===== config.mk =====
export PLATFORM = sky130hd
export DESIGN_NAME = instr_fetch_unit
export DESIGN_NICKNAME = d
export VERILOG_FILES = /design/src/rtl/mem_pkg.sv /design/src/rtl/fetch_queue.sv /design/src/rtl/instr_fetch_unit.sv
export SDC_FILE = /design/constraint.sdc
export NUM_CORES = 1
export LEC_CHECK = 0
export ABC_AREA = 1
export CAP_MARGIN = 15
export CORE_ASPECT_RATIO = 0.7
export CORE_UTILIZATION = 52
export CTS_CLUSTER_DIAMETER = 200
export DETAILED_ROUTE_END_ITERATION = 16
export GPL_ROUTABILITY_DRIVEN = 0
export HOLD_SLACK_MARGIN = 0.03
export PLACE_DENSITY = 0.79
export SETUP_SLACK_MARGIN = 0.5
export SLEW_MARGIN = 5
export SYNTH_ARGS = -nofsm -noshare
export SYNTH_HDL_FRONTEND = slang
export SYNTH_SLANG_ARGS = --single-unit
export TNS_END_PERCENT = 100

===== constraint.sdc =====
create_clock -name CLK -period 2.1 [get_ports CLK]
set_clock_uncertainty 0.05 [all_clocks]
set_input_delay 0.63 -clock CLK [delete_from_list [all_inputs] [get_ports CLK]]
set_output_delay 0.63 -clock CLK [all_outputs]
set_load 0.1 [all_outputs]

===== src/rtl/mem_pkg.sv =====
// Types and constants shared by the memory wrapper and the instruction fetch unit.
package mem_pkg;

    typedef enum logic [1:0] {
        FETCH,
        DRAIN,
        HALT
    } fetch_state_t;

    typedef struct packed {
        logic [31:0] pc;
        logic [31:0] instr;
    } fetch_entry_t;

    localparam logic [31:0] IMEM_LIMIT_DEFAULT = 32'h0000_6000;
    localparam int unsigned BYTE_OFFSET_W      = 2;
    localparam logic [31:0] PC_STEP            = 32'd4;

    // A PC may be fetched only if word-aligned and inside instruction space.
    function automatic logic pc_fetchable(input logic [31:0] pc, input logic [31:0] limit);
        return (pc[BYTE_OFFSET_W-1:0] == '0) && (pc < limit);
    endfunction

endpackage


===== src/rtl/fetch_queue.sv =====
// Show-ahead synchronous FIFO of {pc, instr} entries with flush and occupancy count.
module fetch_queue
    import mem_pkg::*;
#(
    parameter int unsigned DEPTH = 4
) (
    input  logic                     clk,
    input  logic                     rst_n,
    input  logic                     flush,
    input  logic                     push,
    input  logic                     pop,
    input  fetch_entry_t             wdata,
    output fetch_entry_t             rdata,
    output logic [$clog2(DEPTH):0]   count,
    output logic                     full,
    output logic                     empty
);

    localparam int unsigned PTR_W = $clog2(DEPTH);
    localparam int unsigned CNT_W = PTR_W + 1;

    fetch_entry_t     mem_q [DEPTH];
    logic [PTR_W-1:0] wr_ptr_q, rd_ptr_q;
    logic [CNT_W-1:0] count_q;
    logic             do_push, do_pop;

    assign full    = (count_q == CNT_W'(DEPTH));
    assign empty   = (count_q == '0);
    assign do_push = push & (~full | pop);
    assign do_pop  = pop & ~empty;
    assign rdata   = mem_q[rd_ptr_q];
    assign count   = count_q;

    always_ff @(posedge clk or negedge rst_n) begin
        if (!rst_n) begin
            wr_ptr_q <= '0;
            rd_ptr_q <= '0;
            count_q  <= '0;
            for (int i = 0; i < DEPTH; i++) begin
                mem_q[i] <= '0;
            end
        end else if (flush) begin
            wr_ptr_q <= '0;
            rd_ptr_q <= '0;
            count_q  <= '0;
        end else begin
            if (do_push) begin
                mem_q[wr_ptr_q] <= wdata;
                wr_ptr_q        <= wr_ptr_q + PTR_W'(1);
            end
            if (do_pop) begin
                rd_ptr_q <= rd_ptr_q + PTR_W'(1);
            end
            count_q <= count_q + CNT_W'(do_push) - CNT_W'(do_pop);
        end
    end

endmodule


===== src/rtl/instr_fetch_unit.sv =====
// Sequential instruction fetcher: one outstanding memory request, redirect/drain handling,
// fault halt on bad PCs, and a show-ahead {pc, instr} queue toward decode.
module instr_fetch_unit
    import mem_pkg::*;
#(
    parameter int unsigned QUEUE_DEPTH = 4,
    parameter logic [31:0] RESET_PC    = 32'h0000_0000,
    parameter logic [31:0] IMEM_LIMIT  = IMEM_LIMIT_DEFAULT
) (
    input  logic        CLK,
    input  logic        RST_N,
    input  logic        REDIRECT,
    input  logic [31:0] REDIRECT_PC,
    output logic        MEM_RDEN1,
    output logic [13:0] MEM_ADDR1,
    input  logic [31:0] MEM_DOUT1,
    input  logic        memValid1,
    output logic        INSTR_VALID,
    output logic [31:0] INSTR,
    output logic [31:0] INSTR_PC,
    input  logic        INSTR_READY,
    output logic        FAULT
);

    localparam int unsigned CNT_W = $clog2(QUEUE_DEPTH) + 1;

    fetch_state_t     state_q;
    logic [31:0]      fetch_pc_q, fetch_pc_d, req_pc_q;
    logic             rden_q, discard_q;
    logic             complete, push, pop, still_outstanding, q_full, q_empty;
    logic [CNT_W-1:0] q_count, count_next;
    fetch_entry_t     q_wdata, q_head;

    assign complete          = rden_q & memValid1;
    assign still_outstanding = rden_q & ~memValid1;
    assign pop               = INSTR_VALID & INSTR_READY;
    // Data returning in DRAIN, or alongside a redirect, belongs to the abandoned path.
    assign push              = complete & (state_q == FETCH) & ~discard_q & ~REDIRECT &
                               (~q_full | pop);
    assign q_wdata           = '{pc: req_pc_q, instr: MEM_DOUT1};
    assign count_next        = REDIRECT ? '0 : q_count + CNT_W'(push) - CNT_W'(pop);

    always_comb begin
        fetch_pc_d = fetch_pc_q;
        if (REDIRECT) begin
            fetch_pc_d = REDIRECT_PC;
        end else if (complete && state_q == FETCH) begin
            fetch_pc_d = req_pc_q + PC_STEP;
        end
    end

    always_ff @(posedge CLK or negedge RST_N) begin
        if (!RST_N) begin
            state_q    <= FETCH;
            fetch_pc_q <= RESET_PC;
            req_pc_q   <= '0;
            rden_q     <= 1'b0;
            discard_q  <= 1'b0;
        end else begin
            fetch_pc_q <= fetch_pc_d;
            if (REDIRECT && still_outstanding) begin
                state_q   <= DRAIN;
                discard_q <= 1'b1;
            end else if (still_outstanding || (state_q == HALT && !REDIRECT)) begin
                // Hold the request stable, or stay halted until redirected.
            end else begin
                discard_q <= 1'b0;
                state_q   <= FETCH;
                rden_q    <= 1'b0;
                if (count_next < CNT_W'(QUEUE_DEPTH)) begin
                    if (pc_fetchable(fetch_pc_d, IMEM_LIMIT)) begin
                        rden_q   <= 1'b1;
                        req_pc_q <= fetch_pc_d;
                    end else begin
                        state_q <= HALT;
                    end
                end
            end
        end
    end

    fetch_queue #(
        .DEPTH (QUEUE_DEPTH)
    ) u_queue (
        .clk   (CLK),
        .rst_n (RST_N),
        .flush (REDIRECT),
        .push  (push),
        .pop   (pop),
        .wdata (q_wdata),
        .rdata (q_head),
        .count (q_count),
        .full  (q_full),
        .empty (q_empty)
    );

    assign MEM_RDEN1   = rden_q;
    assign MEM_ADDR1   = req_pc_q[15:BYTE_OFFSET_W];
    assign INSTR_VALID = ~q_empty;
    assign INSTR       = q_head.instr;
    assign INSTR_PC    = q_head.pc;
    assign FAULT       = (state_q == HALT);

endmodule

==> flow_metrics.py, run 1 <==
metrics = {
    "placement": {
        "dp_slack_ns": -0.793,
        "place_inst": 2453,
        "io_buffers": 149,
        "post-dp-hpwl_mm": 31.6,
    },
    "sta": {
        "worst_endpoint": "req_pc_q[22]$_DFFE_PN0P_/D",
        "worst_endpoint_kind": "sequential cell input",
    },
    "synthesis": {
        "synth-xor-area-share_pct": 0.231,
        "synthAdderAreaFrac_pct": 0.876,
        "synth_top_family_by_area": "simple AND/OR/NAND/NOR gates",
        "ys.flop_type": "dfrtp_1",
        "ys_types": 31,
        "yosys.area_share.simple_pct": 20.0,
        "ys_warn_count": 0,
        "synth_area_um2": 15100,
        "synth_compound_area_share_pct": 17.3,
        "netlist_instances": 1866,
        "synth_mux_area_share_pct": 0,
        "avgSynthCellArea_um2": 8.12,
        "synth_edf_count": 0,
        "async_flop_share_pct": 100,
        "syn_nets": 1945,
        "yosys_register_bits": 330,
        "ys_seq_area_share_pct": 54.5,
    },
    "global_routing": {
        "overflow": 17,
        "grt_antenna_before_repair": 4,
        "grt_use_total_pct": 73.5,
        "grt_max_degree": 67,
    },
    "status": {
        "stop_stage": "global routing",
        "error_message": "[ERROR GRT-0232] Routing congestion too high. Check the congestion heatmap in the GUI.",
        "status": "did not finish",
    },
    "clocking": {
        "numCtsBuffers": 31,
        "cts_sinks": 330,
        "clockRootBuffer": "clkbuf_16",
        "cts_max_level": 1,
        "clk_path_buf_depth": 3,
    },
    "die": {
        "io-pin-count": 150,
        "start_util_pct": 53.7,
        "die_w_um": 206,
        "die_h_um": 145,
        "rows": 51,
    },
}
==> what timing repair did <==
action                                  CTS
hold buffers                              1
setup buffers                            18
pin swaps                                25
resized for setup                       153
hold endpoints to repair                 28
cloned                                    8
endpoints found under the setup margin  404
==> cell families after synthesis <==
kind of cell               count (synthesis)
DFF                                      330
xor gates and xnor gates                   4
buffers and inverters                    258
and+or+nand+nor                          758
adders and majority gates                 10
AOI/OAI and AO/OA                        506
==> cell usage after synthesis, types with 2 or more instances <==
master,instances,area (um^2)
nand2_1,455,1710
o21ai_0,406,2030
dfrtp_1,330,8260
nor2_1,216,811
inv_1,114,428
clkbuf_1,105,394
o22ai_1,65,407
nand3_1,47,235
a21oi_1,24,120
buf_4,16,120
nand4_1,14,87.6
inv_2,12,45.0
ha_1,9,113
nand2_2,9,56.3
nor2_2,8,50.1
o21ai_1,6,30.0
buf_2,5,25.0
buf_1,3,11.3
buf_6,3,33.8
nor2_4,3,33.8
xor2_1,3,26.3
a21boi_1,2,15.0
a31oi_1,2,12.5
or2_2,2,12.5
==> stage by stage <==
| stage | area, um^2 | util [%] |
|---|---|---|
| global placement | 21000 | 74.3 |
| floorplan | 17300 | - |
| CTS | 22900 | 81.2 |
| detailed placement | 21000 | 74.3 |
==> metal layers <==
metal	track usage, %	GRT overflow
met2	89.3	9
met3	59.7	0
met5	32.7	0
met1	74.9	0
met4	68.0	8
==> run 2, diff against run 1 <==
--- a/config.mk
+++ b/config.mk
@@ -7,14 +7,10 @@
 export LEC_CHECK = 0
 export ABC_AREA = 1
 export CAP_MARGIN = 15
-export CORE_ASPECT_RATIO = 0.7
-export CORE_UTILIZATION = 52
-export CTS_CLUSTER_DIAMETER = 200
+export CORE_UTILIZATION = 40
 export DETAILED_ROUTE_END_ITERATION = 16
 export GPL_ROUTABILITY_DRIVEN = 0
-export HOLD_SLACK_MARGIN = 0.03
-export PLACE_DENSITY = 0.79
-export SETUP_SLACK_MARGIN = 0.5
+export PLACE_DENSITY_LB_ADDON = 0.15
 export SLEW_MARGIN = 5
 export SYNTH_ARGS = -nofsm -noshare
 export SYNTH_HDL_FRONTEND = slang
==> constraint.sdc (replaced) <==
create_clock -name CLK -period 2.75 [get_ports CLK]
set_clock_uncertainty 0.05 [all_clocks]
set_input_delay 0.825 -clock CLK [delete_from_list [all_inputs] [get_ports CLK]]
set_output_delay 0.825 -clock CLK [all_outputs]
set_load 0.1 [all_outputs]
==> run 2 against run 1 <==
Compared with the run above:
- the flow now finishes, with violations (setup timing)
- area after synthesis is the same
- synthesized cell count stayed put
==> flow_metrics.py, run 2 <==
metrics = {
    "sta": {
        "slew_viol_final": 0,
        "setup_ws_ns": -0.0788,
        "tightestPinTransition_ns": 0.518,
        "fin_crit_ns": 2.83,
        "setup_violations": 60,
        "hold_violations": 0,
        "clock.fmax_ghz": 0.354,
        "timing.slew.headroom_pct": 65.5,
        "rsz0062_at_grt": "yes",
        "hold_slack_ns": 0.181,
        "finalCritPeriodShare_pct": 103,
        "setup_tns_ns": -1.95,
    },
    "worst_hold_path": {
        "hp-class": "in -> async",
    },
    "status": {
        "violations": "setup timing",
        "status": "finished, violations left",
    },
    "synthesis": {
        "synth_common_cells": "455 x nand2_1, 406 x o21ai_0, 330 x dfrtp_1",
        "avgSynthCellArea_um2": 8.12,
        "ys.flop_type": "dfrtp_1",
        "ys_seq_area_share_pct": 54.5,
        "netlist_instances": 1866,
        "async_flop_share_pct": 100,
        "synthMostInstantiatedCell": "nand2_1",
        "yosys.area.top_type": "dfrtp_1",
        "synth.area.top_cells": "dfrtp_1 55%, o21ai_0 13%, nand2_1 11%",
        "ys_warn_count": 0,
        "ys_types": 31,
        "syn_nets": 1945,
        "synth_edf_count": 0,
        "synth_area_um2": 15100,
        "yosysTopAreaCellShare_pct": 54.5,
        "yosys_register_bits": 330,
    },
    "critical_path": {
        "critPathMaxFanout": 13,
        "r2r_slack_ns": 0.18,
        "start_kind": "flop",
        "rr_endpoint": "req_pc_q[8]",
        "critPathRequiredTime_ns": 1.88,
        "endpoint_kind": "primary output",
        "arrival_ns": 1.95,
        "r2r_start": "req_pc_q[13]",
        "ff2ff_path_depth": 14,
        "path_class": "reg -> out",
    },
    "cells_and_area": {
        "largest_reg_flops": 256,
        "final_cell_mix": "450 x nand2_1, 323 x dfrtp_1, 276 x o21ai_0, 152 x nor2_1, 112 x inv_1",
        "reg_top3": "u_queue.mem_q (256), fetch_pc_q (32), req_pc_q (32)",
        "final_cells": 2561,
        "largest_register": "u_queue.mem_q",
        "drive_gt1_share_pct": 24.3,
        "area_growth_pct": 43.0,
        "n_antenna_cell": 0,
        "final_common_cell": "nand2_1",
        "layout.nets": 2111,
    },
    "clocking": {
        "cts_max_level": 2,
        "clockRootBuffer": "clkbuf_16",
        "numCtsBuffers": 38,
        "insertion_delay_ns": 0.52,
        "clk_path_buf_depth": 3,
        "cts_tree": "done",
        "clk_pin_slew_ns": 0.06,
        "hold_buffers": 0,
        "cts_sinks": 330,
    },
    "die": {
        "start_util_pct": 41.0,
        "fp.coreArea_um2": 37000,
        "die_h_um": 197,
        "io-pin-count": 150,
        "dieArea_um2": 38600,
        "rows": 70,
        "die_w_um": 197,
    },
    "route": {
        "met2_length_mm": 21.7,
        "met1_length_mm": 21.1,
        "post_drt_via_cell_ratio": 5.26,
        "drt-total-wl_mm": 46.1,
        "vias": 13465,
        "route.met3.wl_mm": 2.26,
        "drt-wirelength-per-cell_um": 18.0,
        "drt-pass1-iter-count": 5,
        "drc": 0,
        "drt_iter0_markers": 967,
        "postRouteAntennaNets": 0,
        "maxUsedRoutingLayer": "met4",
    },
    "job": {
        "drv_cap": 0,
    },
    "placement": {
        "io_buffers": 149,
        "place_inst": 2471,
        "post-dp-hpwl_mm": 29.3,
    },
    "global_routing": {
        "overflow": 0,
        "grt_max_degree": 60,
        "grt_antenna_before_repair": 0,
        "grt_pass1_wl_mm": 72.9,
        "grt_pass1_vias": 13307,
        "grt_use_total_pct": 23.8,
    },
    "power_and_ir_drop": {
        "vdd_drop_max_v": 0.000497,
        "leakagePower_nw": 9.55,
        "p_per_area_nw_per_um2": 911,
    },
}
==> run 2: report_power, final <==
part | internal [mW] | total [mW] | switching, mW
Clock | 3.14 | 5.10 | 1.96
Combinational | 3.58 | 9.66 | 6.08
Sequential | 4.93 | 4.97 | 0.0364
Total | 11.7 | 19.7 | 8.07
==> run 2: kinds of logic (layout without fill, tap and decap cells) <==
kind of cell | Yosys count | count (layout) | synth area share (%)
buf+inv | 258 | 449 | 6.98
flops | 330 | 330 | 54.5
simple gates | 758 | 758 | 20.0
fa+ha+maj | 10 | 10 | 0.876
compound gates | 506 | 506 | 17.3
xor+xnor | 4 | 4 | 0.231
==> run 2: critical path, cell delays in order (launching register included) <==
cell	delay, ns
dfrtp_4	0.49
buf_12	0.17
buf_12	0.14
buf_16	0.17
nor2_2	0.16
o22ai_4	0.11
buf_12	0.18
==> run 2: timing repair <==
action / 4_1_cts / 5_1_grt
pin swaps: 2 / 10
cloned: 9 / 6
setup endpoints to repair: 64 / 98
resized for setup: 202 / 135
buffers inserted: 8 / 2
==> run 2: worst max-delay path by stage <==
stage | from | to | slack (ns) | cells past startpoint
final | u_queue.rd_ptr_q[0] | INSTR_PC[23] | -0.08 | 6
after global routing | u_queue.rd_ptr_q[0] | INSTR_PC[19] | -0.10 | 6
after CTS | u_queue.rd_ptr_q[0] | INSTR_PC[22] | -0.14 | 5
after detailed placement | memValid1 | req_pc_q[8] | -0.41 | 12
after global placement | memValid1 | req_pc_q[7] | -0.33 | 12
after floorplan | u_queue.rd_ptr_q[0] | INSTR_PC[26] | -0.24 | 6
==> run 2: area by class of cell <==
type                            instances  area (um^2)
Clock inverter                          4         50.0
Timing Repair Buffer                  256         3630
Inverter                              126          509
Clock buffer                           61         1230
Tap cell                              504          631
Multi-Input combinational cell       1278         7320
Timing Repair inverter                  2         17.5
Fill cell                            3256        15300
Sequential cell                       330         8270
==> run 2: per-layer routing <==
metal / up-vias / track usage [%]
met5: - / 0
met1: 6572 / 33.8
li1: 6432 / -
met4: 0 / 6.40
met3: 76 / 3.41
met2: 385 / 38.4
==> run 2: stage by stage <==
step	setup WS (ns)	instance area [um^2]	total power, mW	utilization [%]
2_1_floorplan	-0.240	16000	10.6	-
3_3_place_gp	-0.326	19200	13.4	51.9
3_5_place_dp	-0.406	19200	13.5	51.9
4_1_cts	-0.141	21100	19.4	57.0
5_1_grt	-0.104	21700	20.4	58.6
6_report	-0.0788	21700	19.7	58.6
Power figures use the tool's default switching activity.
